--- config.mk ---
export PLATFORM = sky130hd
export DESIGN_NAME = ahb2apb_master_arb
export DESIGN_NICKNAME = d
export VERILOG_FILES = /design/src/rtl/ahb2apb_master_arb.sv
export SDC_FILE = /design/constraint.sdc
export NUM_CORES = 1
export LEC_CHECK = 0
export ABC_AREA = 0
export CORE_MARGIN = 3
export CORE_UTILIZATION = 40
export CTS_BUF_LIST = sky130_fd_sc_hd__clkbuf_4
export DETAILED_ROUTE_END_ITERATION = 10
export GPL_TIMING_DRIVEN = 0
export PLACE_DENSITY = 0.77
export SYNTH_ARGS = -nofsm -noshare
export SYNTH_HDL_FRONTEND = slang
export SYNTH_SLANG_ARGS = --single-unit
--- constraint.sdc ---
create_clock -name HCLK -period 2.3 [get_ports HCLK]
set_clock_uncertainty 0.2 [all_clocks]
set_input_delay 0.23 -clock HCLK [delete_from_list [all_inputs] [get_ports HCLK]]
set_output_delay 0.23 -clock HCLK [all_outputs]
set_load 0.005 [all_outputs]
--- src/rtl/ahb2apb_master_arb.sv ---
// rtl/ahb2apb_master_arb.sv - two-master round-robin arbiter feeding one AHB-to-APB bridge slave port
module ahb2apb_master_arb #(
    parameter int ADDRWIDTH = 16,
    parameter int DATAWIDTH = 32
) (
    input  logic                 HCLK,
    input  logic                 HRESETn,
    // master 0
    input  logic                 HSEL_M0,
    input  logic [ADDRWIDTH-1:0] HADDR_M0,
    input  logic                 HWRITE_M0,
    input  logic [1:0]           HTRANS_M0,
    input  logic [2:0]           HSIZE_M0,
    input  logic [3:0]           HPROT_M0,
    input  logic [DATAWIDTH-1:0] HWDATA_M0,
    input  logic                 HREADY_M0,
    output logic                 HREADYOUT_M0,
    output logic [DATAWIDTH-1:0] HRDATA_M0,
    output logic                 HRESP_M0,
    // master 1
    input  logic                 HSEL_M1,
    input  logic [ADDRWIDTH-1:0] HADDR_M1,
    input  logic                 HWRITE_M1,
    input  logic [1:0]           HTRANS_M1,
    input  logic [2:0]           HSIZE_M1,
    input  logic [3:0]           HPROT_M1,
    input  logic [DATAWIDTH-1:0] HWDATA_M1,
    input  logic                 HREADY_M1,
    output logic                 HREADYOUT_M1,
    output logic [DATAWIDTH-1:0] HRDATA_M1,
    output logic                 HRESP_M1,
    // bridge slave port
    output logic                 B_HSEL,
    output logic [ADDRWIDTH-1:0] B_HADDR,
    output logic                 B_HWRITE,
    output logic [1:0]           B_HTRANS,
    output logic [2:0]           B_HSIZE,
    output logic [3:0]           B_HPROT,
    output logic [DATAWIDTH-1:0] B_HWDATA,
    output logic                 B_HREADY,
    input  logic                 B_HREADYOUT,
    input  logic [DATAWIDTH-1:0] B_HRDATA,
    input  logic                 B_HRESP,
    output logic                 ARB_ACTIVE
);

    typedef enum logic [1:0] {
        ST_IDLE = 2'd0,
        ST_ADDR = 2'd1,
        ST_DATA = 2'd2
    } state_t;

    state_t state_q, state_d;
    logic   gnt_q, gnt_d;
    logic   last_gnt_q, last_gnt_d;
    logic   xfer_done;

    // per-master inputs gathered into arrays so both slots share one description
    logic [1:0]           m_hsel;
    logic [1:0]           m_hwrite;
    logic [1:0]           m_hready;
    logic [1:0]           m_htrans_nonidle;
    logic [ADDRWIDTH-1:0] m_haddr  [2];
    logic [2:0]           m_hsize  [2];
    logic [3:0]           m_hprot  [2];
    logic [DATAWIDTH-1:0] m_hwdata [2];

    assign m_hsel           = {HSEL_M1, HSEL_M0};
    assign m_hwrite         = {HWRITE_M1, HWRITE_M0};
    assign m_hready         = {HREADY_M1, HREADY_M0};
    assign m_htrans_nonidle = {HTRANS_M1[1], HTRANS_M0[1]};
    assign m_haddr[0]       = HADDR_M0;
    assign m_haddr[1]       = HADDR_M1;
    assign m_hsize[0]       = HSIZE_M0;
    assign m_hsize[1]       = HSIZE_M1;
    assign m_hprot[0]       = HPROT_M0;
    assign m_hprot[1]       = HPROT_M1;
    assign m_hwdata[0]      = HWDATA_M0;
    assign m_hwdata[1]      = HWDATA_M1;

    // NONSEQ and SEQ are handled alike; only bit 1 of HTRANS distinguishes a real transfer
    logic unused_htrans_lsb;
    assign unused_htrans_lsb = HTRANS_M0[0] ^ HTRANS_M1[0];

    // slot state seen by the arbiter and output logic
    logic [1:0]           pend;
    logic [1:0]           elig;
    logic [1:0]           err1;
    logic [1:0]           err2;
    logic [1:0]           s_write;
    logic [ADDRWIDTH-1:0] s_addr  [2];
    logic [2:0]           s_size  [2];
    logic [3:0]           s_prot  [2];
    logic [DATAWIDTH-1:0] s_wdata [2];
    logic [DATAWIDTH-1:0] s_rdata [2];

    assign xfer_done = (state_q == ST_DATA) & B_HREADYOUT;

    for (genvar m = 0; m < 2; m++) begin : g_slot
        localparam logic SLOT_ID = (m == 1);

        logic                 pend_q;
        logic                 dph_q;
        logic                 wdok_q;
        logic                 err1_q;
        logic                 err2_q;
        logic                 write_q;
        logic [ADDRWIDTH-1:0] addr_q;
        logic [2:0]           size_q;
        logic [3:0]           prot_q;
        logic [DATAWIDTH-1:0] wdata_q;
        logic [DATAWIDTH-1:0] rdata_q;
        logic                 req;
        logic                 done;

        // a new request is only looked at while the slot is empty and not signalling an error
        assign req  = m_hsel[m] & m_htrans_nonidle[m] & m_hready[m] & ~pend_q & ~err1_q;
        assign done = xfer_done & (gnt_q == SLOT_ID);

        // slot capture: address phase, then write data one edge later, then completion
        always_ff @(posedge HCLK or negedge HRESETn) begin
            if (!HRESETn) begin
                pend_q  <= 1'b0;
                dph_q   <= 1'b0;
                wdok_q  <= 1'b0;
                write_q <= 1'b0;
                addr_q  <= '0;
                size_q  <= '0;
                prot_q  <= '0;
                wdata_q <= '0;
                rdata_q <= '0;
            end else begin
                if (req) begin
                    pend_q  <= 1'b1;
                    dph_q   <= 1'b1;
                    wdok_q  <= 1'b0;
                    write_q <= m_hwrite[m];
                    addr_q  <= m_haddr[m];
                    size_q  <= m_hsize[m];
                    prot_q  <= m_hprot[m];
                end else if (dph_q) begin
                    dph_q  <= 1'b0;
                    wdok_q <= 1'b1;
                    if (write_q) begin
                        wdata_q <= m_hwdata[m];
                    end
                end
                if (done) begin
                    pend_q  <= 1'b0;
                    wdok_q  <= 1'b0;
                    rdata_q <= B_HRDATA;
                end
            end
        end

        // two-cycle error response: first cycle stalls the master, second releases it
        always_ff @(posedge HCLK or negedge HRESETn) begin
            if (!HRESETn) begin
                err1_q <= 1'b0;
                err2_q <= 1'b0;
            end else begin
                err1_q <= done & B_HRESP;
                err2_q <= err1_q;
            end
        end

        assign pend[m]    = pend_q;
        assign elig[m]    = pend_q & wdok_q;
        assign err1[m]    = err1_q;
        assign err2[m]    = err2_q;
        assign s_write[m] = write_q;
        assign s_addr[m]  = addr_q;
        assign s_size[m]  = size_q;
        assign s_prot[m]  = prot_q;
        assign s_wdata[m] = wdata_q;
        assign s_rdata[m] = rdata_q;
    end

    // FSM state, current grant and round-robin history
    always_ff @(posedge HCLK or negedge HRESETn) begin
        if (!HRESETn) begin
            state_q    <= ST_IDLE;
            gnt_q      <= 1'b0;
            last_gnt_q <= 1'b1;
        end else begin
            state_q    <= state_d;
            gnt_q      <= gnt_d;
            last_gnt_q <= last_gnt_d;
        end
    end

    // next-state, arbitration and bridge-side drive
    always_comb begin
        state_d    = state_q;
        gnt_d      = gnt_q;
        last_gnt_d = last_gnt_q;
        B_HSEL     = 1'b0;
        B_HTRANS   = 2'b00;
        B_HREADY   = 1'b1;
        B_HADDR    = '0;
        B_HWRITE   = 1'b0;
        B_HSIZE    = '0;
        B_HPROT    = '0;
        B_HWDATA   = '0;
        case (state_q)
            ST_IDLE: begin
                if (|elig) begin
                    // with both eligible, the master not served last time wins
                    gnt_d      = (elig == 2'b11) ? ~last_gnt_q : elig[1];
                    last_gnt_d = gnt_d;
                    state_d    = ST_ADDR;
                end
            end
            ST_ADDR: begin
                B_HSEL   = 1'b1;
                B_HTRANS = 2'b10;
                B_HADDR  = s_addr[gnt_q];
                B_HWRITE = s_write[gnt_q];
                B_HSIZE  = s_size[gnt_q];
                B_HPROT  = s_prot[gnt_q];
                state_d  = ST_DATA;
            end
            ST_DATA: begin
                B_HWDATA = s_wdata[gnt_q];
                B_HREADY = B_HREADYOUT;
                if (B_HREADYOUT) begin
                    state_d = ST_IDLE;
                end
            end
            default: begin
                state_d = ST_IDLE;
            end
        endcase
    end

    assign HREADYOUT_M0 = ~pend[0] & ~err1[0];
    assign HRESP_M0     = err1[0] | err2[0];
    assign HRDATA_M0    = s_rdata[0];
    assign HREADYOUT_M1 = ~pend[1] & ~err1[1];
    assign HRESP_M1     = err1[1] | err2[1];
    assign HRDATA_M1    = s_rdata[1];
    assign ARB_ACTIVE   = (|pend) | (state_q != ST_IDLE);

endmodule

==> run summary, run 1 <==
Outcome - completed
Static Leak - 5.379 nW
Clock-pin slew on the worst setup and hold paths - 160 ps
Initial DRC Count - 170
Critical path endpoint category - primary output
Top Ports - 285
Fin. max-slew vios - 0
FMAX - 438.3 MHz
Die Area - 0.02161 mm²
Reg2reg end - HRDATA_M0[19]$_DFFE_PN0P_
Drt pass-1 iters - 4
FP Rows - 50
Cells after Synth - 552
Syn_area_per_cell - 14.41 µm²
Residual DRC - 0
R2r startpoint - state_q[0]$_DFFE_PN0P_
Initial antenna violation count - 1
Final worst path period share - 0.9919
Largest net degree at the start of global routing - 111
CORE AREA - 0.01914 mm²
Seq/Total Area, Yosys - 0.5979
Setup CP Type - reg -> out
Final WL - 21,680 µm
Netlist Area Pre-Place - 0.007954 mm²
Hold Crit Endpoint - g_slot[0].addr_q[7]$_DFFE_PN0P_
Peak fanout along the critical path - 6
Gpl congestion - 0.7497
Max-Cap Viols - 0
Detail Placement HPWL - 15,380 µm
Worst Setup SP - gnt_q$_DFFE_PN0P_
Setup violations, final - 0
Cells after DPL - 1,094
Number of enable flip-flop cells after synthesis - 0
Worst Path Required - 1870 ps
FF-to-FF setup slack - 110 ps
Commonest non-fill, non-tap cells in the layout - 218 x clkdlybuf4s50_1, 188 x dfrtp_1, 172 x mux2_2, 55 x nor2_1, 50 x mux2i_1
Vias - 5,699
Clk sinks - 190
Layout cells sized above 1 - 0.3689
Number of global-route vias before repair - 6,252
CTS tree - done
Hold crit path type - in -> reg
Post-Synthesis Net Count - 708
Via density - 4.797
GRT overflow - 0
Initial Utilization - 0.4155
FF+latch count, synth - 190
Fin. Hold Viols - 0
Top-area cell type share of the netlist area - 0.5946
Synth area leaders - dfrtp_1 59%, mux2_2 24%, mux2i_1 7.0%
Max-slew headroom - 0.4425
RSZ-0062 raised after global routing - yes
FILL cells - 1,551
Total Routing Usage GR - 0.2001
CTS H-tree lvls - 4
Ys async rst share - 1.000
Top FF cell, synth - dfrtp_1
CTS Buf Count - 17
Layout Cells excl Fill - 1,188
I/O Buffers - 281
First-pass GRT wire length - 33,940 µm
Wirelength per Cell - 18.24 µm
Antenna-violating nets left - 0
Final min period - 2281 ps
Crit path DAT - 1850 ps
Nets - 1,070
Hold Path Origin - HADDR_M0[7]
Clk Latency, worst-skew pair - 550 ps
Die height - 147.0 µm
Hold slack - 72.52 ps
Area leader, netlist - dfrtp_1
Syn-to-layout area delta - 51.77%
FF-to-FF path depth - 5
Power per cell area - 1190 mW/mm²
Die Span X - 147.0 µm
Critical Path Start Type - register
Root Driver - clkbuf_4
Worst hold path depth - 2
Synth unique cells - 28
Slew @ Worst Pin - 836.3 ps
Clock buffer depth - 2
Maximum vdd drop - 0.6314 mV
Most common cell after layout, fill and taps aside - clkdlybuf4s50_1
Synth warn - 0
sequential cells by signal, indices dropped and copies added, names as in the netlist, 2 cells and up:
signal,cells
g_slot.wdata_q,64
HRDATA_M0,32
HRDATA_M1,32
g_slot.addr_q,32
g_slot.prot_q,8
g_slot.size_q,6
g_slot.dph_q,2
g_slot.err1_q,2
g_slot.err2_q,2
g_slot.pend_q,2
g_slot.wdok_q,2
g_slot.write_q,2
state_q,2
cell usage after synthesis (2+ instances only):
library cell	number
a31oi_1	2
and2_1	2
and3_1	3
buf_2	16
buf_4	8
buf_6	4
clkbuf_1	6
dfrtp_1	189
inv_1	2
mux2_1	5
mux2_2	172
mux2i_1	56
nand2_1	4
nand2b_1	2
nand3_1	2
nor2_1	64
nor3_1	2
or2_2	3
layout make-up:
type,instances,area [µm²],area share
tap,260,325.3,0.02695
clock inverter,15,172.7,0.01430
antenna,1,2.502,0.0002073
buffer,33,375.4,0.03109
inverter,2,7.507,0.0006219
sequential,190,4757,0.3941
multi-input combinational,326,3044,0.2522
clock buffer,17,127.6,0.01057
timing repair buffer,344,3259,0.2700
worst max path at each step:
stage	to	slack [ps]	cells after the start
floorplan	HRDATA_M0[0]$_DFFE_PN0P_	430	5
detailed placement	B_HADDR[3]	-120	6
finish	B_HWDATA[14]	20	7
global route	B_HWDATA[21]	-140	7
global placement	g_slot[0].wdata_q[17]$_DFFE_PN0P_	-7260	1
CTS	B_HWDATA[26]	-80	7
metal layers:
metal	routed length (µm)	vias up	GRT usage
met4	454	0	0.06151
met5	0	-	0
met1	8617	2833	0.2319
li1	-	2640	-
met3	1711	28	0.07403
met2	10890	198	0.3466
where the power goes:
group	internal (mW)	switching, mW
registers	4.97	0.877
logic	4.26	2.33
clock network	0.685	1.24
repair_timing:
| action | CTS | global route |
|---|---|---|
| setup buffers | 18 | 8 |
| endpoints found under the hold margin | 140 | 3 |
| pin swaps | 16 | 17 |
| cloned | 4 | 0 |
| hold buffers | 31 | 3 |
| endpoints found under the setup margin | 62 | 52 |
| gates resized for setup | 243 | 34 |
stage by stage:
step           area (µm²)  total power, mW  setup slack [ps]    util  setup TNS, ps
2_1_floorplan        7954            8.725             425.8       -              0
3_3_place_gp        11090            11.64             -7262  0.5794       -1381000
3_5_place_dp        11120            11.79            -120.7  0.5811          -5241
4_1_cts             12030            14.42            -77.54  0.6282         -965.0
5_1_grt             12070            15.30            -139.6  0.6306          -2708
6_report            12070            14.37             18.57  0.6306              0
worst max-delay path, cell delays in order, from the launching register on:
cell and delay [ps]:
dfrtp_1 400, buf_6 140, buf_16 150, buf_12 120, buf_4 140, mux2i_1 160, nor2_1 60, buf_2 120
kinds of logic (layout without fill, tap and decap cells):
family / Yosys count / in the layout / synth area share
muxes: 233 / 233 / 0.3211
DFF: 190 / 190 / 0.5979
buffers and inverters: 36 / 411 / 0.02706
and+or+nand+nor: 85 / 85 / 0.04672
other: 1 / 2 / 0.0004715
AOI/OAI and AO/OA: 7 / 7 / 0.006764
(Power assumes the default switching activity.)
==> run 2, diff against run 1 <==
--- a/config.mk
+++ b/config.mk
@@ -7,11 +7,12 @@
 export LEC_CHECK = 0
 export ABC_AREA = 0
 export CORE_MARGIN = 3
-export CORE_UTILIZATION = 40
+export CORE_UTILIZATION = 37
 export CTS_BUF_LIST = sky130_fd_sc_hd__clkbuf_4
 export DETAILED_ROUTE_END_ITERATION = 10
 export GPL_TIMING_DRIVEN = 0
-export PLACE_DENSITY = 0.77
+export PLACE_DENSITY = 0.72
 export SYNTH_ARGS = -nofsm -noshare
 export SYNTH_HDL_FRONTEND = slang
 export SYNTH_SLANG_ARGS = --single-unit
+export TNS_END_PERCENT = 1
==> run 2 against run 1 <==
Wire length fell by 1.3%; combinational power decreased by 5.6%; final cell count fell by 1.3%; critical path type unchanged; largest power group unchanged.
==> run summary, run 2 (synthesis results as in run 1) <==
Crit path DAT - 1840 ps
Pint - 9.428 mW
Initial Utilization - 0.3772
Fin. Hold Viols - 0
Outcome - completed
I/O Buffers - 281
GRT overflow - 0
Hold Crit Endpoint - g_slot[1].addr_q[0]$_DFFE_PN0P_
Clock-pin slew on the worst setup and hold paths - 170 ps
Hold crit path type - in -> reg
Static Leak - 5.232 nW
Vias - 5,576
Die height - 152.6 µm
Gpl congestion - 0.7640
Setup CP Type - reg -> out
Worst Path Required - 1870 ps
Most common cell after layout, fill and taps aside - clkdlybuf4s50_1
Max-slew headroom - 0.5878
Reg2reg end - HRDATA_M1[8]$_DFFE_PN0P_
Worst Setup SP - gnt_q$_DFFE_PN0P_
CTS Buf Count - 17
Logic gate share of total power - 0.452
First-pass GRT wire length - 32,950 µm
Antenna-violating nets left - 0
Setup violations, final - 0
Layout Cells excl Fill - 1,172
Slew @ Worst Pin - 615.4 ps
Maximum vdd drop - 0.5832 mV
FILL cells - 1,822
Via density - 4.758
Power per cell area - 1177 mW/mm²
Total Routing Usage GR - 0.1795
Worst hold path depth - 2
Power Total - 13.78 mW
Largest reg by FF count - g_slot.wdata_q
Top Ports - 285
CORE AREA - 0.02109 mm²
Clk Latency, worst-skew pair - 570 ps
Cells after DPL - 1,109
Max-Cap Viols - 0
Die Span X - 152.6 µm
Final worst path period share - 0.9849
Clk sinks - 190
Largest net degree at the start of global routing - 117
Clock power share - 0.126
Critical path endpoint category - primary output
FF-to-FF setup slack - 140 ps
CTS tree - done
Peak fanout along the critical path - 10
Final min period - 2265 ps
Dpl ws - -190.1 ps
FP Rows - 53
Residual DRC - 0
Initial antenna violation count - 1
Final WL - 21,400 µm
Nets - 1,040
Seq pwr share - 0.423
Worst-path cell chain - buf_6 -> buf_12 -> mux2i_2 -> nor2_1 -> dlygate4sd2_1
Slowest library cell on the worst path - dfrtp_1
CTS H-tree lvls - 4
Commonest non-fill, non-tap cells in the layout - 218 x clkdlybuf4s50_1, 187 x dfrtp_1, 172 x mux2_2, 59 x nor2_1, 52 x mux2i_1
Net Sw Power - 4.350 mW
R2r startpoint - state_q[0]$_DFFE_PN0P_
Sw frac - 0.3157
Initial DRC Count - 157
Sum of negative setup slack - 0 ps
Drt pass-1 iters - 4
Multi-input logic area - 0.003023 mm²
FMAX - 441.4 MHz
Critical Path Start Type - register
Number of global-route vias before repair - 5,934
Final setup margin - 34.66 ps
Syn-to-layout area delta - 47.22%
Register area - 0.004758 mm²
Slowest stage delay, CP - 370 ps
Detail Placement HPWL - 15,320 µm
Diode count - 0
Layout cells sized above 1 - 0.3545
Fin. max-slew vios - 0
FF-to-FF path depth - 5
Die Area - 0.02329 mm²
Max reg flops - 64
RSZ-0062 raised after global routing - yes
Clock buffer depth - 2
Hold Path Origin - HADDR_M1[0]
Wirelength per Cell - 18.26 µm
Root Driver - clkbuf_4
[run 2: worst max path at each step]
stage | to | slack (ps)
after floorplan | HRDATA_M0[0]$_DFFE_PN0P_ | 430
after global placement | g_slot[0].wdata_q[12]$_DFFE_PN0P_ | -7360
after detailed placement | B_HADDR[12] | -190
after CTS | B_HWDATA[27] | -140
after global routing | B_HADDR[12] | -80
final | B_HADDR[12] | 30
[run 2: power by group through the flow]
stage          clock, mW  sequential (mW)  combinational (mW)
2_1_floorplan          0             5.76                2.97
3_3_place_gp           0             5.84                5.80
3_5_place_dp           0             5.90                5.88
4_1_cts             1.81             5.83                5.96
5_1_grt             1.94             6.05                6.75
6_report            1.73             5.83                6.22
[run 2: repair_timing]
| item | in CTS | in global routing |
|---|---|---|
| resized for setup | 106 | 115 |
| endpoints found under the setup margin | 62 | 58 |
| endpoints found under the hold margin | 200 | 6 |
| setup buffers | 3 | 7 |
| hold buffers | 12 | 6 |
| gates cloned | 0 | 4 |
| pin swaps | 0 | 6 |
[run 2: area by class of cell]
type	count	area share
Sequential cell	190	0.4063
Buffer	33	0.03013
Clock buffer	17	0.01090
Clock inverter	15	0.01101
Timing Repair Buffer	314	0.2534
Tap cell	275	0.02938
Multi-Input combinational cell	326	0.2581
Inverter	2	0.0006411
[run 2: worst max-delay path, delay by kind of cell (launching register included)]
family	cells	cell delay, ps
buffers and inverters	3	600
DFF	1	370
muxes	1	250
and+or+nand+nor	1	60
[run 2: through the flow]
step	area [µm²]	hold WS [ps]	util
global route	11710	2.182	0.5553
CTS	11600	0.03914	0.5503
detailed placement	11140	37.95	0.5284
floorplan	7954	-265.6	-
global placement	11110	181.5	0.5269
finish	11710	56.27	0.5553
[run 2: routing by layer]
metal | track usage | share of wire
met5 | 0 | 0.00061
met4 | 0.03734 | 0.0072
met3 | 0.07015 | 0.070
met2 | 0.3100 | 0.50
met1 | 0.2140 | 0.42
